## src/rtl/serial_mult_stream_if.sv

```systemverilog
// Handshake bundle for serial_mult_stream: operand input channel, serial product output
// channel and a busy flag.
interface serial_mult_stream_if #(
  parameter int unsigned WIDTH = 16
);
  logic             in_valid;
  logic             in_ready;
  logic [WIDTH-1:0] in_a;
  logic [WIDTH-1:0] in_b;
  logic             in_signed;
  logic             out_valid;
  logic             out_ready;
  logic             out_bit;
  logic             out_last;
  logic             busy;

  modport master (
    output in_valid, in_a, in_b, in_signed, out_ready,
    input  in_ready, out_valid, out_bit, out_last, busy
  );

  modport slave (
    input  in_valid, in_a, in_b, in_signed, out_ready,
    output in_ready, out_valid, out_bit, out_last, busy
  );
endinterface

```

## src/rtl/serial_mult_stream.sv

```systemverilog
// Serial shift-add multiplier: accepts one operand pair, then streams the 2*WIDTH-bit
// product LSB-first under out_valid/out_ready flow control. Unsigned or two's-complement.
module serial_mult_stream #(
  parameter int unsigned WIDTH = 16,
  parameter int unsigned CNT_W = $clog2(2 * WIDTH)
) (
  input logic                  clock,
  input logic                  reset,
  serial_mult_stream_if.slave  s_io
);

  localparam logic [CNT_W-1:0] LastK = CNT_W'(2 * WIDTH - 1);
  localparam logic [CNT_W-1:0] MsbK  = CNT_W'(WIDTH - 1);
  localparam logic [CNT_W-1:0] WidK  = CNT_W'(WIDTH);

  typedef enum logic [0:0] {StIdle, StRun} state_e;

  state_e           state_q, state_d;
  logic [WIDTH-1:0] a_q, a_d;
  logic [WIDTH-1:0] b_q, b_d;
  logic             signed_q, signed_d;
  logic [CNT_W-1:0] k_q, k_d;
  logic [WIDTH:0]   acc_q, acc_d;

  // Two guard bits above the accumulator keep the sum exact, including -A for A = -2^(W-1).
  logic [WIDTH+1:0] a_ext;
  logic [WIDTH+1:0] acc_ext;
  logic [WIDTH+1:0] partial;
  logic [WIDTH+1:0] sum;
  logic             run;

  always_comb begin
    run     = (state_q == StRun);
    a_ext   = {{2{signed_q & a_q[WIDTH-1]}}, a_q};
    acc_ext = {signed_q & acc_q[WIDTH], acc_q};
    partial = '0;
    // b_q is shifted right on each transfer, so b_q[0] is multiplier bit k.
    if ((k_q < WidK) && b_q[0]) begin
      partial = (signed_q && (k_q == MsbK)) ? -a_ext : a_ext;
    end
    sum = acc_ext + partial;
  end

  always_comb begin
    s_io.in_ready  = (state_q == StIdle);
    s_io.out_valid = run;
    s_io.busy      = run;
    s_io.out_bit   = run & sum[0];
    s_io.out_last  = run & (k_q == LastK);
  end

  always_comb begin
    state_d  = state_q;
    a_d      = a_q;
    b_d      = b_q;
    signed_d = signed_q;
    k_d      = k_q;
    acc_d    = acc_q;
    unique case (state_q)
      StIdle: begin
        if (s_io.in_valid) begin
          a_d      = s_io.in_a;
          b_d      = s_io.in_b;
          signed_d = s_io.in_signed;
          k_d      = '0;
          acc_d    = '0;
          state_d  = StRun;
        end
      end
      StRun: begin
        if (s_io.out_ready) begin
          // Dropping sum[0] is the shift; the guard bit makes it arithmetic when signed.
          acc_d = sum[WIDTH+1:1];
          b_d   = b_q >> 1;
          k_d   = k_q + CNT_W'(1);
          if (k_q == LastK) begin
            state_d = StIdle;
          end
        end
      end
      default: state_d = StIdle;
    endcase
  end

  always_ff @(posedge clock) begin
    if (reset) begin
      state_q  <= StIdle;
      a_q      <= '0;
      b_q      <= '0;
      signed_q <= 1'b0;
      k_q      <= '0;
      acc_q    <= '0;
    end else begin
      state_q  <= state_d;
      a_q      <= a_d;
      b_q      <= b_d;
      signed_q <= signed_d;
      k_q      <= k_d;
      acc_q    <= acc_d;
    end
  end

endmodule

```

## src/flat_wrapper.sv

```systemverilog
// flat-port wrapper written by rule: the top's interface ports become plain ports
module serial_mult_stream_flat 
#(
  parameter int unsigned WIDTH = 16,
  parameter int unsigned CNT_W = $clog2(2 * WIDTH)
)
  (clock, reset, s_io_in_valid, s_io_in_a, s_io_in_b, s_io_in_signed, s_io_out_ready, s_io_in_ready, s_io_out_valid, s_io_out_bit, s_io_out_last, s_io_busy);
  serial_mult_stream_if #(.WIDTH(WIDTH)) s_io_i ();
  input logic clock;
  input logic reset;
  input wire logic [$bits(s_io_i.in_valid)-1:0] s_io_in_valid;
  input wire logic [$bits(s_io_i.in_a)-1:0] s_io_in_a;
  input wire logic [$bits(s_io_i.in_b)-1:0] s_io_in_b;
  input wire logic [$bits(s_io_i.in_signed)-1:0] s_io_in_signed;
  input wire logic [$bits(s_io_i.out_ready)-1:0] s_io_out_ready;
  output wire logic [$bits(s_io_i.in_ready)-1:0] s_io_in_ready;
  output wire logic [$bits(s_io_i.out_valid)-1:0] s_io_out_valid;
  output wire logic [$bits(s_io_i.out_bit)-1:0] s_io_out_bit;
  output wire logic [$bits(s_io_i.out_last)-1:0] s_io_out_last;
  output wire logic [$bits(s_io_i.busy)-1:0] s_io_busy;
  assign s_io_i.in_valid = s_io_in_valid;
  assign s_io_i.in_a = s_io_in_a;
  assign s_io_i.in_b = s_io_in_b;
  assign s_io_i.in_signed = s_io_in_signed;
  assign s_io_i.out_ready = s_io_out_ready;
  assign s_io_in_ready = s_io_i.in_ready;
  assign s_io_out_valid = s_io_i.out_valid;
  assign s_io_out_bit = s_io_i.out_bit;
  assign s_io_out_last = s_io_i.out_last;
  assign s_io_busy = s_io_i.busy;
  serial_mult_stream #(.WIDTH(WIDTH), .CNT_W(CNT_W)) u_core (.clock(clock), .reset(reset), .s_io(s_io_i));
endmodule
```

## config.mk

```make
export PLATFORM = sky130hd
export DESIGN_NAME = serial_mult_stream_flat
export DESIGN_NICKNAME = d
export VERILOG_FILES = /design/src/rtl/serial_mult_stream_if.sv /design/src/rtl/serial_mult_stream.sv /design/src/flat_wrapper.sv
export SDC_FILE = /design/constraint.sdc
export NUM_CORES = 1
export LEC_CHECK = 0
export CORE_ASPECT_RATIO = 0.6
export CORE_MARGIN = 10
export CORE_UTILIZATION = 32
export CTS_CLUSTER_DIAMETER = 40
export CTS_CLUSTER_SIZE = 30
export DETAILED_ROUTE_END_ITERATION = 8
export SETUP_SLACK_MARGIN = 0.4
export SLEW_MARGIN = 20
export SYNTH_ARGS = -nofsm -noshare
export SYNTH_HDL_FRONTEND = slang
export SYNTH_SLANG_ARGS = --single-unit
```

## constraint.sdc

```tcl
create_clock -name clock -period 4.9 [get_ports clock]
set_clock_uncertainty 0.2 [all_clocks]
set_input_delay 0.98 -clock clock [delete_from_list [all_inputs] [get_ports clock]]
set_output_delay 0.98 -clock clock [all_outputs]
set_load 0.005 [all_outputs]
```

==> results of run 1 <==
[worst paths after layout]
path                                 start                       endpoint  slack [ns]
min reg2reg  u_core.acc_q[14]$_SDFFE_PP0P_  u_core.acc_q[14]$_SDFFE_PP0P_        0.26
max             u_core.k_q[0]$_SDFFE_PP0P_  u_core.acc_q[13]$_SDFFE_PP0P_        0.92
max reg2reg     u_core.k_q[0]$_SDFFE_PP0P_  u_core.acc_q[13]$_SDFFE_PP0P_        0.92
min          u_core.acc_q[14]$_SDFFE_PP0P_  u_core.acc_q[14]$_SDFFE_PP0P_        0.26
[placed cells by master, fill, tap and decap left out, types with 2 or more instances in the layout]
| master | n |
|---|---|
| nor2_1 | 63 |
| nand2_1 | 57 |
| dfxtp_1 | 55 |
| a21oi_1 | 45 |
| clkdlybuf4s50_1 | 41 |
| ha_1 | 21 |
| a211oi_1 | 19 |
| mux2i_1 | 16 |
| xnor2_1 | 16 |
| inv_1 | 10 |
| nor3_1 | 10 |
| o21ai_1 | 9 |
| o21ai_0 | 8 |
| a21o_1 | 8 |
| nand3_1 | 6 |
| xor2_1 | 6 |
| a22oi_1 | 6 |
| clkbuf_16 | 5 |
| or3_1 | 4 |
| and2_1 | 4 |
| nand2b_1 | 4 |
| o21a_1 | 4 |
| nor2b_1 | 3 |
| a31oi_1 | 3 |
| nand4_1 | 3 |
| buf_4 | 3 |
| o21ai_2 | 2 |
| a21boi_1 | 2 |
| o31ai_1 | 2 |
| and4_1 | 2 |
| a311oi_2 | 2 |
[stage by stage]
stage	setup slack, ns	hold slack (ns)	instances	util
2_1_floorplan	1.53	0.230	432	-
3_3_place_gp	1.13	0.241	594	0.374
3_5_place_dp	0.990	0.254	594	0.374
4_1_cts	0.972	0.265	602	0.387
5_1_grt	0.676	0.297	602	0.388
6_report	0.919	0.260	602	0.388
[logic make-up (layout without fill, tap and decap cells)]
family	Yosys count	after routing	share of synthesized area
and+or+nand+nor	166	166	0.218
AOI/OAI and AO/OA	119	119	0.228
DFF	56	56	0.330
buffers and inverters	31	62	0.0372
adders and majority gates	22	22	0.0832
xor gates and xnor gates	22	22	0.0567
muxes	16	16	0.0471
[layout make-up]
class                      count  area (um2)  area share
multi-input combinational    345        2150       0.530
timing repair buffer          44         433       0.107
inverter                      10        37.5     0.00924
clock inverter                 2        16.3     0.00400
clock buffer                   6         129      0.0317
sequential                    56        1120       0.276
tap                          139         174      0.0428
[state kept, by name, summed over array words and instances, names as in the netlist]
signal and cells:
u_core.acc_q 17, u_core.signed_q 1, u_core.k_q 5, u_core.s_io.busy 1, u_core.a_q 16, u_core.b_q 16
[power by group through the flow]
stage	registers, W	clock network [W]	logic [W]
2_1_floorplan	0.000501	0	0.000101
3_3_place_gp	0.000511	0	0.000148
3_5_place_dp	0.000512	0	0.000150
4_1_cts	0.000501	0.000378	0.000151
5_1_grt	0.000505	0.000390	0.000168
6_report	0.000501	0.000363	0.000150
[worst max-delay path: stages (launching register included)]
cell,delay [ns]
dfxtp_1,0.34
ha_1,0.23
and3_1,0.20
ha_1,0.22
nand2_1,0.40
mux2i_1,0.14
or2_2,0.32
fa_1,0.41
nand2b_1,0.22
a211oi_2,0.31
o221ai_2,0.22
a21boi_2,0.23
o21ai_2,0.08
and3b_1,0.19
o31ai_2,0.19
[layer usage]
layer	wire, um	vias up	global-route usage
met4	76	0	0.0263
met2	3230	90	0.147
met1	4760	1401	0.173
met3	558	6	0.0282
met5	0	-	0
li1	-	1588	-
==> metrics.txt, run 1 <==
Pleak 1.56 nW; Via density between 5 and 6; period utilization 0.813; H-tree levels 2; die area roughly 15000 um2; initial antenna violation count 0; first-pass GRT wire length approximately 14000 um; clock latency on the worst-skew pair 0.30 ns; Detail Route Antenna Nets 0; Port Buf Inserts 41; Cell Rows 29; Ys Warns 0; Inserted Diodes 0; # clock sinks 56; # IOs 42; Min-Delay Path Depth 2; CTS hold repair buffers 0; starting density of the core 0.324; fillers 1058; Remaining DRCs 0; asr flop ratio synth 0; Synth Instances 432; Yosys cell types 52; setup violators final 0; gpl congestion 0.862; ys flop type dfxtp_1; area delta synth->final 19.5%; number of flops mapped to enable cells by yosys 0; final slew viol count 0; Routed WL 8630 um; outcome finished clean; f_max 251 MHz; Worst EP required 4.92 ns; Hold Path Class reg2reg; Die Ht 99.8 um; top cells by count, synth nor2_1, nand2_1, dfxtp_1; Clock power frac 0.358; worst vdd ir 0.148 mV; Comb pwr share 0.148; Core Region 10500 um2; netlist area before placement 3400 um2; Fin. Hold Viols 0; post-synth top area cell dfxtp_1; largest net degree at the start of global routing roughly 40; DR vias 3085; Data arrival, critical path about 4.0 ns; Area after DPL 3920 um2; ranking of synthesized cells by area dfxtp_1, ha_1, nor2_1; DRT iter0 DRCs between 200 and 250; P_sw 0.000275 W; R2R depth 14; CP Max Fanout 17; vias in the first global route 2848; fin crit period 3.98 ns; total global routing overflow 0; clk buf depth 2; Setup CP Type reg2reg; clock slew at reported path FFs about 0.080 ns; setup_tns 0 ns; post-synthesis average cell area 7.87 um2; overall routing resource usage 0.112; sequential area share after synthesis 0.330; CP Launch Type flop; Switching Share 0.271; Nets 521; post-CTS setup buffers 0; most frequent cell after synthesis nor2_1; post-route design area 4060 um2; Least-Margin Pin Slew 0.961 ns; #FFs+latches synth 56; die span in x around 150 um; CTS Buf Count 5; max-cap viol count 0; Post-DP HPWL 6520 um; RSZ-0062 raised after global routing false; sequential power share 0.494; internal power between 0.0007 and 0.0008 W; DR pass1 iterations 5; Synth top area share 0.330; Power Total ~0.001 W; layout cells sized above 1 0.0497; WL per Instance 14.3 um; post_cts resized 0; post-synth net total roughly 490; Rel. slew slack 0.357; root buffer cell clkbuf_16; crit end category flop; CTS tree done; power density over the cells 250 nW/um2
Note: power is estimated with default switching activity, not from simulation.
==> run 2: changes to the inputs <==
==> constraint.sdc (replaced) <==
create_clock -name clock -period 3.6 [get_ports clock]
set_clock_uncertainty 0.2 [all_clocks]
set_input_delay 0.72 -clock clock [delete_from_list [all_inputs] [get_ports clock]]
set_output_delay 0.72 -clock clock [all_outputs]
set_load 0.005 [all_outputs]
==> run 2 against run 1 <==
First-iteration DRC count is 3.0% higher. Critical path depth stayed put. Count of clock-buffer cells in the layout unchanged. Highest routed layer unchanged.
==> metrics.txt, run 2 (synthesis results as in run 1) <==
outcome finished clean; total global routing overflow 0 (unchanged); Setup CP Type reg2reg; Area after DPL 4000 um2 (+2.0%); DR pass1 iterations 5 (unchanged); DRT iter0 DRCs 238 (+3.0%); Post-DP HPWL 6720 um (+3.2%); Least-Margin Pin Slew 1.01 ns (+0.0471 ns); met2 Usage GRT 0.174 (+0.0268); R2R depth 14 (unchanged); Cell Rows 29 (unchanged); gpl congestion 0.885 (+2.6%); WL per Instance 15.6 um (+8.7%); Reg with most FFs u_core.acc_q; Routed WL 9850 um (+14%); RSZ-0062 raised after global routing true; Port Buf Inserts 41 (unchanged); Worst EP required 3.58 ns (-1.34 ns); commonest non-fill, non-tap cells in the layout nor2_1, nand2_1, dfxtp_1, clkdlybuf4s50_1, a21oi_1; post-route design area 4710 um2 (+16%); CTS hold repair buffers 0 (unchanged); Nets 551 (+5.8%); Worst Setup SP u_core.k_q[1]$_SDFFE_PP0P_; largest net degree at the start of global routing 48 (+17%); clk buf depth 2 (unchanged); setup_tns 0 ns (unchanged); vias in the first global route 3102 (+8.9%); Die Ht 99.8 um (unchanged); DR vias 3272 (+6.1%); Inserted Diodes 0 (unchanged); CP Launch Type flop; f_max 311 MHz (+24%); starting density of the core 0.324 (unchanged); die span in x 153 um (unchanged); Hold Path Class reg2reg; root buffer cell clkbuf_16; final slew viol count 0 (unchanged); fin crit period 3.21 ns (-0.767 ns); reg-to-reg endpoint u_core.acc_q[12]$_SDFFE_PP0P_; met3 usage 0.0329 (+0.00470); CTS Buf Count 5 (unchanged); H-tree levels 2 (unchanged); clock slew at reported path FFs 0.08 ns (about the same); most common cell after layout, fill and taps aside nor2_1; clock latency on the worst-skew pair 0.30 ns (about the same); power density over the cells 305 nW/um2 (+22%); Data arrival, critical path 3.20 ns (-0.80 ns); Detail Route Antenna Nets 0 (unchanged); Remaining DRCs 0 (unchanged); setup violators final 0 (unchanged); # clock sinks 56 (unchanged); area delta synth->final 38.6%; initial antenna violation count 0 (unchanged); endpoint of the worst hold path u_core.acc_q[15]$_SDFFE_PP0P_; critical register-to-register path startpoint u_core.k_q[1]$_SDFFE_PP0P_; max reg flops 17 (unchanged); max-cap viol count 0 (unchanged); Power Total 0.00144 W (+42%); hold path startpoint u_core.acc_q[15]$_SDFFE_PP0P_; CP Max Fanout 7 (-10); overall routing resource usage 0.122 (+0.00985); period utilization 0.893 (+0.0802); Fin. Hold Viols 0 (unchanged); Pleak 1.76 nW (+13%); flop2flop setup slack 0.39 ns (-0.53 ns); GR Util met1 0.174 (+0.000456); GR peak layer met1; CTS tree done; die area 15300 um2 (unchanged); layout cells sized above 1 0.223 (+0.173); # IOs 42 (unchanged); worst vdd ir 0.180 mV (+22%); first-pass GRT wire length 15700 um (+8.4%); crit end category flop; Rel. slew slack 0.325 (-0.0315); Core Region 10500 um2 (unchanged); Via density 5.18 (+1.0%); Min-Delay Path Depth 2 (unchanged); largest registers u_core.acc_q x17, u_core.a_q x16, u_core.b_q x16
## run 2: cell count changes in the layout (fill, tap and decap cells not counted), moves of 4 or more
cell	delta
nor2_1	-7
ha_4	+10
nor2_2	+6
o21ai_0	-4
buf_6	+4
buf_4	+26
a21oi_2	+6
ha_1	-11
nand2_1	-4
a21oi_4	+6
a21oi_1	-12
o21ai_2	+4
## run 2: worst max path at each step
stage,depth (start not counted),to
floorplan,14,u_core.acc_q[13]$_SDFFE_PP0P_
global placement,14,u_core.acc_q[13]$_SDFFE_PP0P_
detailed placement,14,u_core.acc_q[13]$_SDFFE_PP0P_
CTS,13,u_core.acc_q[9]$_SDFFE_PP0P_
global route,14,u_core.acc_q[12]$_SDFFE_PP0P_
finish,14,u_core.acc_q[12]$_SDFFE_PP0P_
## run 2: worst max-delay path: stages, from the launching register on
cell and delay (ns):
dfxtp_2 0.36, ha_4 0.14, and3_4 0.20, ha_4 0.16, nand2_8 0.07, or3_4 0.35
a21oi_4 0.18, ha_4 0.23, a21o_1 0.19, a21oi_4 0.15, a21oi_2 0.10, a311oi_2 0.37
buf_4 0.18, xor2_1 0.14, o21ai_1 0.07
## run 2: layout make-up
cell class | count | area [um2]
Sequential cell | 56 | 1130
Multi-Input combinational cell | 345 | 2550
Clock buffer | 6 | 129
Clock inverter | 2 | 16.3
Fill cell | 980 | 5770
Timing Repair Buffer | 74 | 673
Inverter | 10 | 37.5
Tap cell | 139 | 174
## run 2: power breakdown
part           leakage [nW]  switching, W  internal [W]
combinational          1.23      0.000133      0.000123
sequential            0.460     0.0000324      0.000649
clock                0.0671      0.000239      0.000260
total                  1.76      0.000404       0.00103
## run 2: through the flow
stage	utilization	setup WS, ns	instances	hold WS (ns)
after floorplan	-	0.349	432	0.230
after CTS	0.417	0.395	623	0.259
after detailed placement	0.381	0.0953	603	0.248
after global placement	0.381	0.165	603	0.238
final	0.449	0.386	632	0.261
after global routing	0.449	0.271	632	0.287
## run 2: what timing repair did
action,in CTS,in global routing
endpoints found under the setup margin,11,10
endpoints found under the hold margin,0,0
cloned,0,0
pin swaps,16,48
resized for setup,28,56
buffers inserted,12,9
## run 2: layer usage
| metal | part of all wire | wire, um | up-vias |
|---|---|---|---|
| met2 | 0.43 | 4230 | 89 |
| met3 | 0.065 | 642 | 10 |
| met4 | 0.015 | 144 | 0 |
| li1 | - | - | 1647 |
| met1 | 0.49 | 4830 | 1526 |
| met5 | 0 | 0 | - |
